$ cat config.mk
export PLATFORM = sky130hd
export DESIGN_NAME = srf_read_arbiter
export DESIGN_NICKNAME = d
export VERILOG_FILES = /design/src/rtl/srf_read_arbiter.sv
export SDC_FILE = /design/constraint.sdc
export NUM_CORES = 1
export LEC_CHECK = 0
export CORE_AREA = 5 5 528 530
export CTS_CLUSTER_DIAMETER = 60
export DETAILED_ROUTE_END_ITERATION = 7
export DIE_AREA = 0 0 533 535
export GPL_ROUTABILITY_DRIVEN = 0
export MAX_ROUTING_LAYER = met4
export PLACE_DENSITY_LB_ADDON = 0.2
export SLEW_MARGIN = 20
export SYNTH_ARGS = -nofsm -noshare
export SYNTH_HDL_FRONTEND = slang
export SYNTH_SLANG_ARGS = --single-unit
$ cat constraint.sdc
create_clock -name clk -period 2.52 [get_ports clk]
set_input_delay 0.378 -clock clk [delete_from_list [all_inputs] [get_ports clk]]
set_output_delay 0.378 -clock clk [all_outputs]
set_load 0.02 [all_outputs]
$ cat src/rtl/srf_read_arbiter.sv
// srf_read_arbiter: shares the SRF dual-stream read port between NUM_REQ dispatchers (round-robin,
// locked bursts, tagged response pipe). Define SRF_ARB_PRIO_EN to give requester 0 priority in ARB.
module srf_read_arbiter #(
    parameter int unsigned NUM_REQ             = 4,
    parameter int unsigned NUM_STREAM_ID       = 5,
    parameter int unsigned MIN_VEC_LENGTH      = 16,
    parameter int unsigned NUM_TILES_PER_SLICE = 20,
    parameter int unsigned SRF_LATENCY         = 1,
    parameter int unsigned MAX_BURST           = 4
) (
    input  logic                                                   clk,
    input  logic                                                   rst,
    input  logic [NUM_REQ-1:0]                                     req,
    input  logic [NUM_REQ-1:0]                                     req_lock,
    input  logic [NUM_REQ-1:0][NUM_STREAM_ID-1:0]                  req_src1,
    input  logic [NUM_REQ-1:0][NUM_STREAM_ID-1:0]                  req_src2,
    output logic [NUM_REQ-1:0]                                     gnt,
    output logic                                                   srf_read_enable,
    output logic [NUM_STREAM_ID-1:0]                               stream_src1,
    output logic [NUM_STREAM_ID-1:0]                               stream_src2,
    input  logic [NUM_TILES_PER_SLICE-1:0][MIN_VEC_LENGTH-1:0]     srf_data1,
    input  logic [NUM_TILES_PER_SLICE-1:0][MIN_VEC_LENGTH-1:0]     srf_data2,
    output logic                                                   rsp_valid,
    output logic [$clog2(NUM_REQ)-1:0]                             rsp_id,
    output logic [NUM_TILES_PER_SLICE-1:0][MIN_VEC_LENGTH-1:0]     rsp_data1,
    output logic [NUM_TILES_PER_SLICE-1:0][MIN_VEC_LENGTH-1:0]     rsp_data2
);

    localparam int unsigned ID_W  = $clog2(NUM_REQ);
    localparam int unsigned CNT_W = $clog2(MAX_BURST + 1);

    typedef enum logic {ARB, LOCKED} state_t;

    typedef struct packed {
        logic            valid;
        logic [ID_W-1:0] id;
    } tag_t;

    state_t          state;
    logic [ID_W-1:0] ptr;
    logic [ID_W-1:0] owner;
    logic [CNT_W-1:0] cnt;
    logic [ID_W-1:0] iss_id;
    tag_t            tag_q [SRF_LATENCY];

    logic [ID_W-1:0] win;
    logic            found;
    logic [ID_W:0]   scan;
    logic            accept;

    // Winner selection: owner only while locked, else first requester at or after ptr
    always_comb begin
        win   = '0;
        found = 1'b0;
        scan  = '0;
        gnt   = '0;
        if (state == LOCKED) begin
            win   = owner;
            found = req[owner];
        end else begin
`ifdef SRF_ARB_PRIO_EN
            if (req[0]) begin
                win   = '0;
                found = 1'b1;
            end
`endif
            for (int unsigned k = 0; k < NUM_REQ; k++) begin
                scan = {1'b0, ptr} + (ID_W+1)'(k);
                if (scan >= (ID_W+1)'(NUM_REQ)) begin
                    scan = scan - (ID_W+1)'(NUM_REQ);
                end
                if (!found && req[scan[ID_W-1:0]]) begin
                    win   = scan[ID_W-1:0];
                    found = 1'b1;
                end
            end
        end
        if (found && rst) begin
            gnt[win] = 1'b1;
        end
    end

    assign accept = |(req & gnt);

    // Issue register, tag pipe, response capture and arbitration state
    always_ff @(posedge clk or negedge rst) begin
        if (!rst) begin
            state           <= ARB;
            ptr             <= '0;
            owner           <= '0;
            cnt             <= '0;
            iss_id          <= '0;
            srf_read_enable <= 1'b0;
            stream_src1     <= '0;
            stream_src2     <= '0;
            for (int unsigned i = 0; i < SRF_LATENCY; i++) begin
                tag_q[i] <= '0;
            end
            rsp_valid       <= 1'b0;
            rsp_id          <= '0;
            rsp_data1       <= '0;
            rsp_data2       <= '0;
        end else begin
            srf_read_enable <= accept;
            if (accept) begin
                stream_src1 <= req_src1[win];
                stream_src2 <= req_src2[win];
                iss_id      <= win;
            end

            // Tag enters the pipe alongside the read strobe so it meets the data SRF_LATENCY later
            tag_q[0] <= {srf_read_enable, iss_id};
            for (int unsigned i = 1; i < SRF_LATENCY; i++) begin
                tag_q[i] <= tag_q[i-1];
            end

            rsp_valid <= tag_q[SRF_LATENCY-1].valid;
            if (tag_q[SRF_LATENCY-1].valid) begin
                rsp_id    <= tag_q[SRF_LATENCY-1].id;
                rsp_data1 <= srf_data1;
                rsp_data2 <= srf_data2;
            end

            unique case (state)
                ARB: begin
                    if (accept) begin
                        ptr <= (win == ID_W'(NUM_REQ - 1)) ? '0 : win + 1'b1;
                        if (req_lock[win] && (MAX_BURST > 1)) begin
                            owner <= win;
                            cnt   <= CNT_W'(1);
                            state <= LOCKED;
                        end
                    end
                end
                LOCKED: begin
                    if (accept) begin
                        if (req_lock[owner] && (cnt != CNT_W'(MAX_BURST - 1))) begin
                            cnt <= cnt + 1'b1;
                        end else begin
                            cnt   <= '0;
                            state <= ARB;
                        end
                    end
                end
                default: state <= ARB;
            endcase
        end
    end

endmodule

# After elaboration in Yosys (flattened, before gate mapping)

Cells that the tools add are included.

Input bits: 690
Output and inout port bits: 658
Bits in registers: 667
Word-level logic and storage cells: 145

$add $sub $neg: 9
Muxes and demuxes: 53
Magnitude comparators: 11
Eq/ne operators: 5
Reductions and logical operators: 13
Bitwise operators: 2

Operator list:

| cell                                                 | count |
|---|---|
| 2-to-1 mux 2 bit                                     | 14 |
| binary-select mux 5 bit (select 2 bit)               | 2 |
| 2-to-1 mux 1 bit                                     | 20 |
| < comparator 2 x 3 -> 1 bit (second input constant)  | 6 |
| binary-select mux 1 bit (select 2 bit)               | 7 |
| 2-to-1 mux 3 bit                                     | 4 |
| 2-to-1 mux 5 bit                                     | 2 |
| >= comparator 3 bit (second input constant)          | 3 |
| subtractor 2 x 1 -> 2 bit (second input constant)    | 4 |
| adder 2 x 2 -> 3 bit (second input constant)         | 2 |
| logical AND 1 bit                                    | 6 |
| case mux 3 bit (2 select lines)                      | 1 |
| AND reduction 3 bit                                  | 2 |
| AND 4 bit                                            | 1 |
| 2-to-1 mux 4 bit                                     | 1 |
| != test 2 bit (second input constant)                | 2 |
| OR reduction 4 bit                                   | 1 |
| adder 2 x 1 -> 3 bit (second input constant)         | 1 |
| adder 3 x 1 -> 3 bit (second input constant)         | 1 |
| >= comparator 2 x 3 -> 1 bit (second input constant) | 1 |
| logical NOT 1 bit                                    | 3 |
| != test 3 x 2 -> 1 bit (second input constant)       | 1 |
| adder 2 x 1 -> 2 bit (second input constant)         | 1 |
| demux 1 bit (select 2 bit)                           | 1 |
| other kinds (6)                                      | 6 |

# Longest topological paths before layout

Word-level depth: 28
Depth in mapped cells: 12
Gate-level depth less buffers: 9

# Least setup slack after synthesis

Ideal clock, no wire load.

Path type: reg-to-reg
From: reg state
To: reg owner[0]
Cell stages (with the launch flop): 12
Clock period less this slack: 2,373 ps
Arrival time: 2,248 ps
Required time: 2,395 ps
Setup slack: 147 ps
Buffers on the path: 2
Library setup time: 125 ps
Cell sequence: dfrtp_1 -> buf_4 -> inv_2 -> o2111ai_2 -> and3_1 -> buf_6 -> inv_6 -> ha_1 -> nand2_1 -> a311oi_4 -> o211ai_2 -> mux2_4

Longest elaborated chain between the ends: 9
Elaborated cells between the ends (all ways): 15
Those cells by class: order compare: 2; mux: 7; bitwise: 2; reduce/logical: 4

RTL lines:

| element                                                                                           | line | text |
|---|---|---|
| start: declaration                                                                                | 39   | `state_t state;` |
| start signal: assignment                                                                          | 88   | `state <= ARB;` |
| start signal: assignment                                                                          | 131  | `state <= LOCKED;` |
| start signal: assignment                                                                          | 141  | `state <= ARB;` |
| 2-to-1 mux 2 bit                                                                                  | 57   | `if (state == LOCKED) begin` |
| < comparator 2 x 3 -> 1 bit (implied by the code) or >= comparator 2 x 1 -> 1 bit (tied branches) | 79   | `gnt[win] = 1'b1;` |
| logical AND 1 bit (implied by the code)                                                           | 79   |  |
| 2-to-1 mux 1 bit (implied by the code)                                                            | 79   |  |
| demux 1 bit (select 2 bit)                                                                        | 79   |  |
| 2-to-1 mux 4 bit                                                                                  | 78   | `if (found && rst) begin` |
| AND 4 bit                                                                                         | 83   | `assign accept = \|(req & gnt);` |
| OR reduction 4 bit                                                                                | 83   |  |
| AND reduction 3 bit (no source line)                                                              | -    |  |
| end signal: assignment                                                                            | 129  | `owner <= win;` |
| end: declaration                                                                                  | 41   | `logic [ID_W-1:0] owner;` |

Several ways; a longest one is shown, not always the timed one. The select of a mux whose other input is x is not followed.
A chain may end at the register's enable or synchronous reset.

# Final worst setup path

From: reg ptr[0]
To: out gnt[3]

Longest elaborated chain between the ends: 24
Elaborated cells between the ends (all ways): 53
Those cells by class: add/sub: 7; order compare: 6; mux: 32; reduce/logical: 8

RTL lines:

| element                                                                                           | line   | text |
|---|---|---|
| start: declaration                                                                                | 40     | `logic [ID_W-1:0] ptr;` |
| start signal: assignment                                                                          | 127    | `ptr <= (win == ID_W'(NUM_REQ - 1)) ? '0 : win + 1'b1;` |
| >= comparator 2 x 3 -> 1 bit or subtractor 2 x 1 -> 2 bit (tied branches)                         | 69, 70 |  |
| 2-to-1 mux 2 bit                                                                                  | 69     | `if (scan >= (ID_W+1)'(NUM_REQ)) begin` |
| 2-to-1 mux 2 bit                                                                                  | 57     |  |
| binary-select mux 1 bit (select 2 bit)                                                            | 72     | `if (!found && req[scan[ID_W-1:0]]) begin` |
| 2-to-1 mux 1 bit (implied by the code)                                                            | 72     |  |
| 2-to-1 mux 1 bit                                                                                  | 72     |  |
| 2-to-1 mux 1 bit                                                                                  | 57     |  |
| logical NOT 1 bit                                                                                 | 72     |  |
| (+8 left out)                                                                                     | -      |  |
| logical AND 1 bit                                                                                 | 72     |  |
| 2-to-1 mux 2 bit                                                                                  | 72     |  |
| 2-to-1 mux 2 bit                                                                                  | 57     |  |
| < comparator 2 x 3 -> 1 bit (implied by the code) or >= comparator 2 x 1 -> 1 bit (tied branches) | 79     |  |
| logical AND 1 bit (implied by the code)                                                           | 79     |  |
| 2-to-1 mux 1 bit (implied by the code)                                                            | 79     |  |
| demux 1 bit (select 2 bit)                                                                        | 79     |  |
| 2-to-1 mux 4 bit (*)                                                                              | 78     |  |
| end: declaration                                                                                  | 17     | `output logic [NUM_REQ-1:0] gnt,` |

Every way passes the cells marked *; elsewhere a longest branch is shown, timed or not. The select of a mux whose other input is x is not followed.

==> results.toml <==
[critical_path]
cp-startpoint = "ptr[0]"
critPathMaxStageDelay_ns = 0.42
crit_chain = "nor2b_2 > a311oi_2 > o31a_1 > inv_2 > ha_4 > inv_2 > nor2_4 > buf_6"
r2r_start = "ptr[0]"
worstPathRequired_ns = 2.14
crit_top_cell = "inv_2"
cp_max_fo = 4
crit_family = "flip-flops"
crit_path_end_kind = "primary output"
path_buf_inv = 3
crit_arrival_ns = 2.45
slowest_stage = "dfrtp_1"
path_class = "flop to primary output"
crit_path_start_kind = "flop"

[cells_and_area]
areaGrowthSynthToFinish_pct = 90.2
final_common_cell = "clkdlybuf4s50_1"
fin_nets = 3662
drive_above_1_share = 0.317
layoutNonFillerInstCount = 6728
layout_common_cells = "clkdlybuf4s50_1, dfrtp_1, mux2_2"

[power_and_ir_drop]
pwr-share-seq = 0.284
cellLeakagePower_nw = 18.4
irDropWorstVdd_mv = 0.542
netSwitchingPower_mw = 27.3
switching_share = 0.389
pwr_density_cell_nw_per_um2 = 1460
internal_power_mw = 42.8
power_frac_comb = 0.482
clock_power_share = 0.234
total_power_mw = 70.0

[outcome]
violations = "setup timing"
outcome = "finished, violations left"

[timing]
clock.fmax_mhz = 354
holdWs_ns = 0.172
setup_tns_ns = -1.01
finalSetupViolations = 4
worst_slew_pin_slew_ns = 0.835
drv_slew = 0
finalHoldViolCount = 0
layout_min_cycle_time_ns = 2.83
clock_skew_ns = 0.0347
rsz0062_at_grt = "yes"
finalCritPeriodShare = 1.12
setup_slack_ns = -0.308
relSlewSlack = 0.443

[global_routing]
grt_max_degree = 126
overflow = 0
track_usage = 0.115
grt_pass1_wl_mm = 216
grt_pass1_vias = 21700
antenna_found_initial = 124

[floorplan]
dieHeight_microns = 535
ios = 1348
rows = 192
coreArea_sq_um = 273000
dieArea_sq_um = 285000
die_w_microns = 533
floorplan.initialDensity = 0.0922

[synth]
yosysUniqueCellTypes = 40
synth_edf_count = 0
syn_area_per_cell_sq_um = 16.7
synth-main-ff-cell = "dfrtp_1"
synth_compound_area_frac = 0.0105
syn-instance-count = 1507
synth-simple-area-share = 0.00661
synthMuxAreaShare = 0.304
synth_seq_cells = 667
synth_xor_xnor_area_share = 0
yosys_warnings = 0
synthAdderAreaFrac = 0.00149
ys_seq_area_frac = 0.663
syn-num-nets = 2200
synth_top_family_by_area = "multiplexers"
synth_async_sr_flop_share = 1.00
syn_area_sq_um = 25200

[run]
max_cap_viol_count = 0

[placed_design]
place_inst = 6429
dp_hpwl_mm = 138
dpl_worst_slack_ns = -0.419
port_buffers = 1347

[detailed_routing]
routed-wl-met3_mm = 20.7
ant_nets = 0
dr.pass1.iters = 4
drt-initial-drc-count = 563
drt-vias-per-instance = 2.94
routed-wl-met2_mm = 74.1
drc = 0
vias = 19800
drt-met1-wl_mm = 66.8
dr.max_layer_used = "met4"
wirelength_mm = 166
wl_per_cell_microns = 24.6

[worst_hold_path]
min_from = "srf_data1[299]"
hold_path_class = "primary input to flop"

[clock_tree]
cts-htree-levels = 3
cts_sinks = 667
numCtsBuffers = 118
cts_max_path_buffers = 4
cts-root-buf = "clkbuf_16"
clk_pin_slew_worst_paths_ns = 0.05
clock_latency_ns = 0.82
cts_tree = "built"
[per-stage QoR]
stage | util | area, sq um
after floorplan | - | 25200
after detailed placement | 0.160 | 43600
final | 0.175 | 47900
after global placement | 0.160 | 43600
after CTS | 0.175 | 47600
after global routing | 0.175 | 47800
[kinds of logic after synthesis]
family | after synthesis
compound gates | 33
fa+ha+maj | 3
buf+inv | 88
flops | 667
mux | 679
simple gates | 37
[registers in the layout (all words and copies together), names as in the netlist]
register,cells
iss_id,2
owner,2
stream_src2,5
srf_read_enable,1
rsp_data2,320
rsp_id,2
rsp_data1,320
ptr,2
tag_q,3
stream_src1,5
state,1
cnt,3
rsp_valid,1
[cells in the mapped netlist, types with 2 or more instances]
library cell,instances,area share
a22oi_1,3,0.00089
mux2_2,654,0.29
mux2_4,2,0.0012
o211ai_2,3,0.0015
buf_1,6,0.00089
nor2_1,6,0.00089
a311oi_1,2,0.00070
ha_1,3,0.0015
nand2b_1,2,0.00050
dfrtp_1,667,0.66
o21ai_0,12,0.0024
inv_1,6,0.00089
o21a_1,2,0.00060
buf_4,3,0.00089
nor2b_1,4,0.00099
buf_2,3,0.00060
nand2_1,19,0.0028
clkbuf_1,66,0.0098
mux2i_1,21,0.0084
inv_2,2,0.00030
mux4_2,2,0.0018
[routing by layer]
layer  vias to the layer above  global-route usage
met3                       228              0.0636
met1                      9901               0.130
li1                       8487                   -
met5                         -                   -
met2                      1142               0.175
met4                         0              0.0295
[worst paths after layout]
path / end / depth (start not counted) / slack (ns)
max: gnt[3] / 8 / -0.31
min: rsp_data1[299] / 2 / 0.17
max reg2reg: owner[0] / 9 / 0.17
min reg2reg: tag_q[1] / 0 / 0.38
max in group asynchronous: rsp_data1[2] / 4 / 1.16
min in group asynchronous: rsp_data1[299] / 3 / 0.27
[power by group through the flow]
stage	Combinational (mW)	Clock (mW)	Sequential [mW]
floorplan	8.79	0	25.7
global placement	34.7	0	20.0
detailed placement	34.6	0	20.2
CTS	34.7	17.2	20.1
global route	35.6	17.5	20.7
finish	33.7	16.4	19.9
[layout make-up]
class	count	area (sq um)
diodes	75	188
inverters	9	41.3
fillers	29800	225000
well taps	3589	4490
clock buffers	155	3350
flip-flops and latches	667	16700
repair buffers	1421	14300
clock inverters	60	624
multi-input cells	752	8200
[repair_timing]
action | in CTS | in global routing
resized for setup | 50 | 3
endpoints found under the hold margin | 283 | 0
endpoints found under the setup margin | 32 | 4
pin swaps | 5 | 6
buffers inserted | 6 | 2
hold buffers | 2 | 0
Note: power is estimated with default switching activity, not from simulation.
